==> src/rtl/dm_arbiter.sv <==
// dm_arbiter: round-robin, burst-bounded arbiter sharing one data memory between two ports.
// Optional DM_ARB_STATS_EN adds saturating grant/contention counters.
module dm_arbiter #(
   parameter int ADDR_W    = 5,
   parameter int DATA_W    = 32,
   parameter int MAX_BURST = 4,
   parameter int STAT_W    = 16
) (
   input  logic              clk,
   input  logic              reset,
   input  logic              req0,
   input  logic              req1,
   input  logic              we0,
   input  logic              we1,
   input  logic [ADDR_W-1:0] addr0,
   input  logic [ADDR_W-1:0] addr1,
   input  logic [DATA_W-1:0] wdata0,
   input  logic [DATA_W-1:0] wdata1,
   output logic              gnt0,
   output logic              gnt1,
   output logic              rvalid0,
   output logic              rvalid1,
   output logic [DATA_W-1:0] rdata0,
   output logic [DATA_W-1:0] rdata1,
   output logic [ADDR_W-1:0] dm_addr,
   output logic [DATA_W-1:0] dm_wd,
   output logic              dm_we,
   input  logic [DATA_W-1:0] dm_rd
`ifdef DM_ARB_STATS_EN
   ,
   output logic [STAT_W-1:0] gcnt0,
   output logic [STAT_W-1:0] gcnt1,
   output logic [STAT_W-1:0] ccnt
`endif
);
   localparam int CW = $clog2(MAX_BURST + 1);
   localparam logic [CW-1:0] MAXC = CW'(MAX_BURST);
   typedef enum logic [1:0] {IDLE, OWN0, OWN1} state_t;
   state_t state, state_n;
   logic [CW-1:0] cnt, cnt_n;
   logic own_req, oth_req, keep, pick1, any;
   always_ff @(posedge clk) begin
      if (reset) begin
         state <= IDLE;
         cnt   <= '0;
      end else begin
         state <= state_n;
         cnt   <= cnt_n;
      end
   end
   // an idle cycle keeps the owner but restarts its burst count
   always_comb begin
      state_n = gnt0 ? OWN0 : gnt1 ? OWN1 : state;
      cnt_n   = !(gnt0 || gnt1) ? '0 : state_n != state ? CW'(1) : cnt == MAXC ? cnt : cnt + 1'b1;
   end
   always_comb begin
      own_req = state == OWN0 ? req0 : req1;
      oth_req = state == OWN0 ? req1 : req0;
      keep    = state != IDLE && own_req && (cnt < MAXC || !oth_req);
      pick1   = state == IDLE ? !req0 && req1 : keep ? state == OWN1 : oth_req && state == OWN0;
      any     = (req0 || req1) && !reset;
      gnt0    = any && !pick1;
      gnt1    = any && pick1;
   end
   assign dm_addr = gnt1 ? addr1 : addr0;
   assign dm_wd   = gnt1 ? wdata1 : wdata0;
   assign dm_we   = (gnt0 && we0) || (gnt1 && we1);
   always_ff @(posedge clk) begin
      if (reset) begin
         rvalid0 <= 1'b0;
         rvalid1 <= 1'b0;
         rdata0  <= '0;
         rdata1  <= '0;
      end else begin
         rvalid0 <= gnt0 && !we0;
         rvalid1 <= gnt1 && !we1;
         if (gnt0 && !we0) rdata0 <= dm_rd;
         if (gnt1 && !we1) rdata1 <= dm_rd;
      end
   end
`ifdef DM_ARB_STATS_EN
   always_ff @(posedge clk) begin
      if (reset) begin
         gcnt0 <= '0;
         gcnt1 <= '0;
         ccnt  <= '0;
      end else begin
         gcnt0 <= gcnt0 + STAT_W'(gnt0 && !(&gcnt0));
         gcnt1 <= gcnt1 + STAT_W'(gnt1 && !(&gcnt1));
         ccnt  <= ccnt + STAT_W'(req0 && req1 && !(&ccnt));
      end
   end
`else
   logic [STAT_W-1:0] unused_stat;
   assign unused_stat = '0;
`endif
endmodule
==> config.mk <==
export PLATFORM = sky130hd
export DESIGN_NAME = dm_arbiter
export DESIGN_NICKNAME = d
export VERILOG_FILES = /design/src/rtl/dm_arbiter.sv
export SDC_FILE = /design/constraint.sdc
export NUM_CORES = 1
export LEC_CHECK = 0
export ABC_AREA = 1
export BUFFER_PORTS_ARGS = -buffer_cell sky130_fd_sc_hd__buf_2
export CAP_MARGIN = 20
export CORE_MARGIN = 3
export CORE_UTILIZATION = 43
export CTS_CLUSTER_DIAMETER = 120
export DETAILED_ROUTE_END_ITERATION = 7
export PLACE_DENSITY = 0.87
export SLEW_MARGIN = 5
export SYNTH_ARGS = -nofsm -noshare
export SYNTH_HDL_FRONTEND = slang
export SYNTH_SLANG_ARGS = --single-unit
==> constraint.sdc <==
create_clock -name clk -period 1.8 [get_ports clk]
set_input_delay 0.09 -clock clk [delete_from_list [all_inputs] [get_ports clk]]
set_output_delay 0.09 -clock clk [all_outputs]
set_load 0.01 [all_outputs]
==> summary.md <==
| Metric | Value |
|---|---|
| GPL Wtd Cong | `between 0.7 and 0.8` |
| Cell variety after synth | `20` |
| FF-to-FF setup slack | `between 0.2 and 0.25 ns` |
| Commonest non-fill, non-tap cell in the layout | `nand2_1` |
| R2r endpoint | `rdata0[30]$_SDFFE_PP0P_` |
| Sw Share | `between 20 and 30%` |
| Critical-path maximum fanout | `9` |
| Fin nets | `928` |
| Via count | `between 4000 and 5000` |
| Die width | `around 96 um` |
| Core ar. | `approximately 8000 um^2` |
| PD cells | `704 nW/um^2` |
| First-pass iteration count of the detailed router | `4` |
| Placed Cells | `875` |
| Sequential share of power | `roughly 47%` |
| MaxCap Viol Count | `0` |
| Total CTS buffers | `9` |
| Worst setup path class | `reg -> out` |
| Setup violations, final | `0` |
| Clock Latency Late Sink | `~0.33 ns` |
| Final core occ | `about 66%` |
| I/O Buffers | `~220` |
| Wirelength, routed | `roughly 11000 um` |
| Num Clock Sinks | `between 70 and 80` |
| Vias in the first global route | `3477` |
| Largest net degree at the start of global routing | `between 60 and 70` |
| Crit path DAT | `roughly 1.6 ns` |
| Status | `complete, no violations` |
| Warnings from Yosys | `0` |
| Antenna violation net count after detailed routing | `0` |
| Commonest cells after routing, fill and taps aside | `nand2_1, buf_2, nor2_1` |
| Clock Tree Buf Depth | `2` |
| Fin crit share | `between 90 and 100%` |
| Crit. End Element | `output pin` |
| Final Max Tran Viols | `0` |
| Hold Crit Endpoint | `rdata1[0]$_SDFFE_PP0P_` |
| Clock power share | `approximately 28%` |
| Clock slew seen by the registers of the worst setup and hold paths | `roughly 0.070 ns` |
| Hold Path Depth | `3` |
| Seq/Total Area, Yosys | `about two fifths` |
| Iter 0 DRT Violations | `177` |
| Worst r2r src | `cnt[2]$_SDFFE_PP0N_` |
| Via-to-Cell Ratio | `4.37` |
| Slew HR | `77.2%` |
| Synth Cell Area | `3480 um^2` |
| HP Start | `dm_rd[0]` |
| First-pass GRT wire length | `15200 um` |
| Fillers | `between 700 and 800` |
| Syn_nets | `~690` |
| Seq cells post-synth | `about 70` |
| Layout cell share with drive strength beyond 1 | `31.2%` |
| DPL Wire Length | `between 7000 and 8000 um` |
| Area Growth Syn to Fin | `47.1%` |
| Die Y | `~96 um` |
| Initial antenna violation count | `1` |
| CTS Root Cell | `clkbuf_8` |
| Synth Instances | `roughly 580` |
| CTS HTree Levels | `3` |
| Initial Util | `about 45%` |
| Drt drc | `0` |
| Fmax | `583 MHz` |
| Crit path launch type | `flip-flop` |
| Psw | `~1.1 mW` |
| GRT overflow | `0` |
| Comb pwr share | `24.1%` |
| Row cnt | `32` |
| Hold crit path type | `in -> reg` |
| Critical Path RT | `1.71 ns` |
| Clock Skew | `just under 0.009 ns` |
| Ports | `~220` |
| Total track usage | `a little over a fifth` |
| Final Non-Filler Cells | `920` |
| Internal | `approximately 2.5 mW` |
| Routed WL per cell | `11.7 um` |
| Min Tclk post-route | `around 1.7 ns` |
| Worst R2R Path Depth | `10` |
| Worst hold slack | `roughly 0.016 ns` |
| Die Area | `9210 um^2` |
| Syn avg cell area | `~6 um^2` |
| Worst IR Drop VDD | `0.593 mV` |
| Final hold violations | `0` |
| CTS tree | `built` |
| Worst slew pin tran | `approximately 0.34 ns` |
| LEAKAGE | `between 3 and 4 nW` |
[power by group through the flow]
| stage | Combinational (mW) | Sequential, mW | Clock (mW) |
|---|---|---|---|
| 2_1_floorplan | 0.401 | 1.78 | 0 |
| 3_3_place_gp | 0.770 | 1.74 | 0 |
| 3_5_place_dp | 0.780 | 1.74 | 0 |
| 4_1_cts | 0.828 | 1.71 | 1.07 |
| 5_1_grt | 0.979 | 1.72 | 1.12 |
| 6_report | 0.869 | 1.71 | 1.03 |
[flip-flops by register name, indices dropped and copies added, names as in the netlist]
name,count
cnt,3
rdata0,32
rdata1,32
rvalid0,1
rvalid1,1
state,2
[final cells by class]
class | instances | area (um^2) | share of cell area, %
Sequential cell | 71 | 1420 | 27.8
Multi-Input combinational cell | 399 | 1600 | 31.2
Clock buffer | 10 | 128 | 2.49
Timing Repair Buffer | 253 | 1510 | 29.5
Tap cell | 102 | 128 | 2.49
Antenna cell | 1 | 2.50 | 0.0489
Inverter | 80 | 305 | 5.97
Clock inverter | 4 | 25.0 | 0.489
[synth_stat cells]
cell	number	area, um^2
ha_1	2	25.0
dfxtp_1	71	1420
a21oi_4	1	16.3
nand3_1	5	25.0
o22ai_1	1	6.26
a21oi_2	1	8.76
inv_2	4	15.0
buf_4	4	30.0
o21ai_0	1	5.00
a21oi_1	2	10.0
buf_1	3	11.3
nand2_1	249	935
o311ai_0	1	8.76
nor2_1	132	495
nand4_1	2	12.5
buf_6	8	90.1
inv_1	76	285
buf_2	7	35.0
xor2_1	2	17.5
clkbuf_1	7	26.3
[logic make-up (layout without fill, tap and decap cells)]
kind of cell             Yosys count  in the layout  share of synthesized area [%]
other                              0              1                              0
buffers and inverters            109            347                           14.2
AND/OR/NAND/NOR                  388            388                           42.2
XOR/XNOR                           2              2                          0.504
adder cells (fa/ha/maj)            2              2                          0.719
AO/OA/AOI/OAI                      7              7                           1.58
flip-flops                        71             71                           40.8
[per-layer routing]
metal  share of wire, %  GRT usage (%)  vias up  wire length (um)
met2                 53           39.6      146              5700
met5                  0              0        -                 0
met4               0.82           4.98        0                89
li1                   -              -     2127                 -
met1                 37           22.0     1745              4030
met3                9.1           7.35        6               980
[metrics by stage]
step	total power, mW	instance area [um^2]	setup TNS [ns]	setup slack [ns]
2_1_floorplan	2.18	3480	0	0.467
3_3_place_gp	2.51	4590	0	0.359
3_5_place_dp	2.52	4590	0	0.337
4_1_cts	3.60	5000	0	0.0177
5_1_grt	3.82	5120	-0.0426	-0.0139
6_report	3.60	5120	0	0.0859
[critical path, cell delays in order, from the launching register on]
cell,delay [ns]
dfxtp_2,0.34
inv_2,0.06
nand2_2,0.06
a21oi_4,0.20
nand3_4,0.14
inv_6,0.12
clkbuf_16,0.15
nand2_1,0.06
nand2_1,0.05
buf_2,0.12
[worst max path at each step]
stage	start	to	slack (ns)	cells past startpoint
after floorplan	cnt[2]$_SDFFE_PP0N_	dm_addr[0]	0.47	9
after detailed placement	cnt[2]$_SDFFE_PP0N_	dm_wd[31]	0.34	9
after global placement	cnt[2]$_SDFFE_PP0N_	dm_wd[24]	0.36	9
after global routing	cnt[2]$_SDFFE_PP0N_	dm_wd[1]	-0.01	9
final	cnt[2]$_SDFFE_PP0N_	dm_wd[18]	0.09	9
after CTS	cnt[2]$_SDFFE_PP0N_	dm_wd[1]	0.02	9
[timing repair]
item / 4_1_cts / 5_1_grt
setup buffers: 0 / 2
pin swaps: 0 / 2
hold endpoints to repair: 38 / 0
setup endpoints to repair: 23 / 38
gates cloned: 0 / 3
gates resized for setup: 2 / 11
hold buffers: 25 / 0
(Power assumes the default switching activity.)
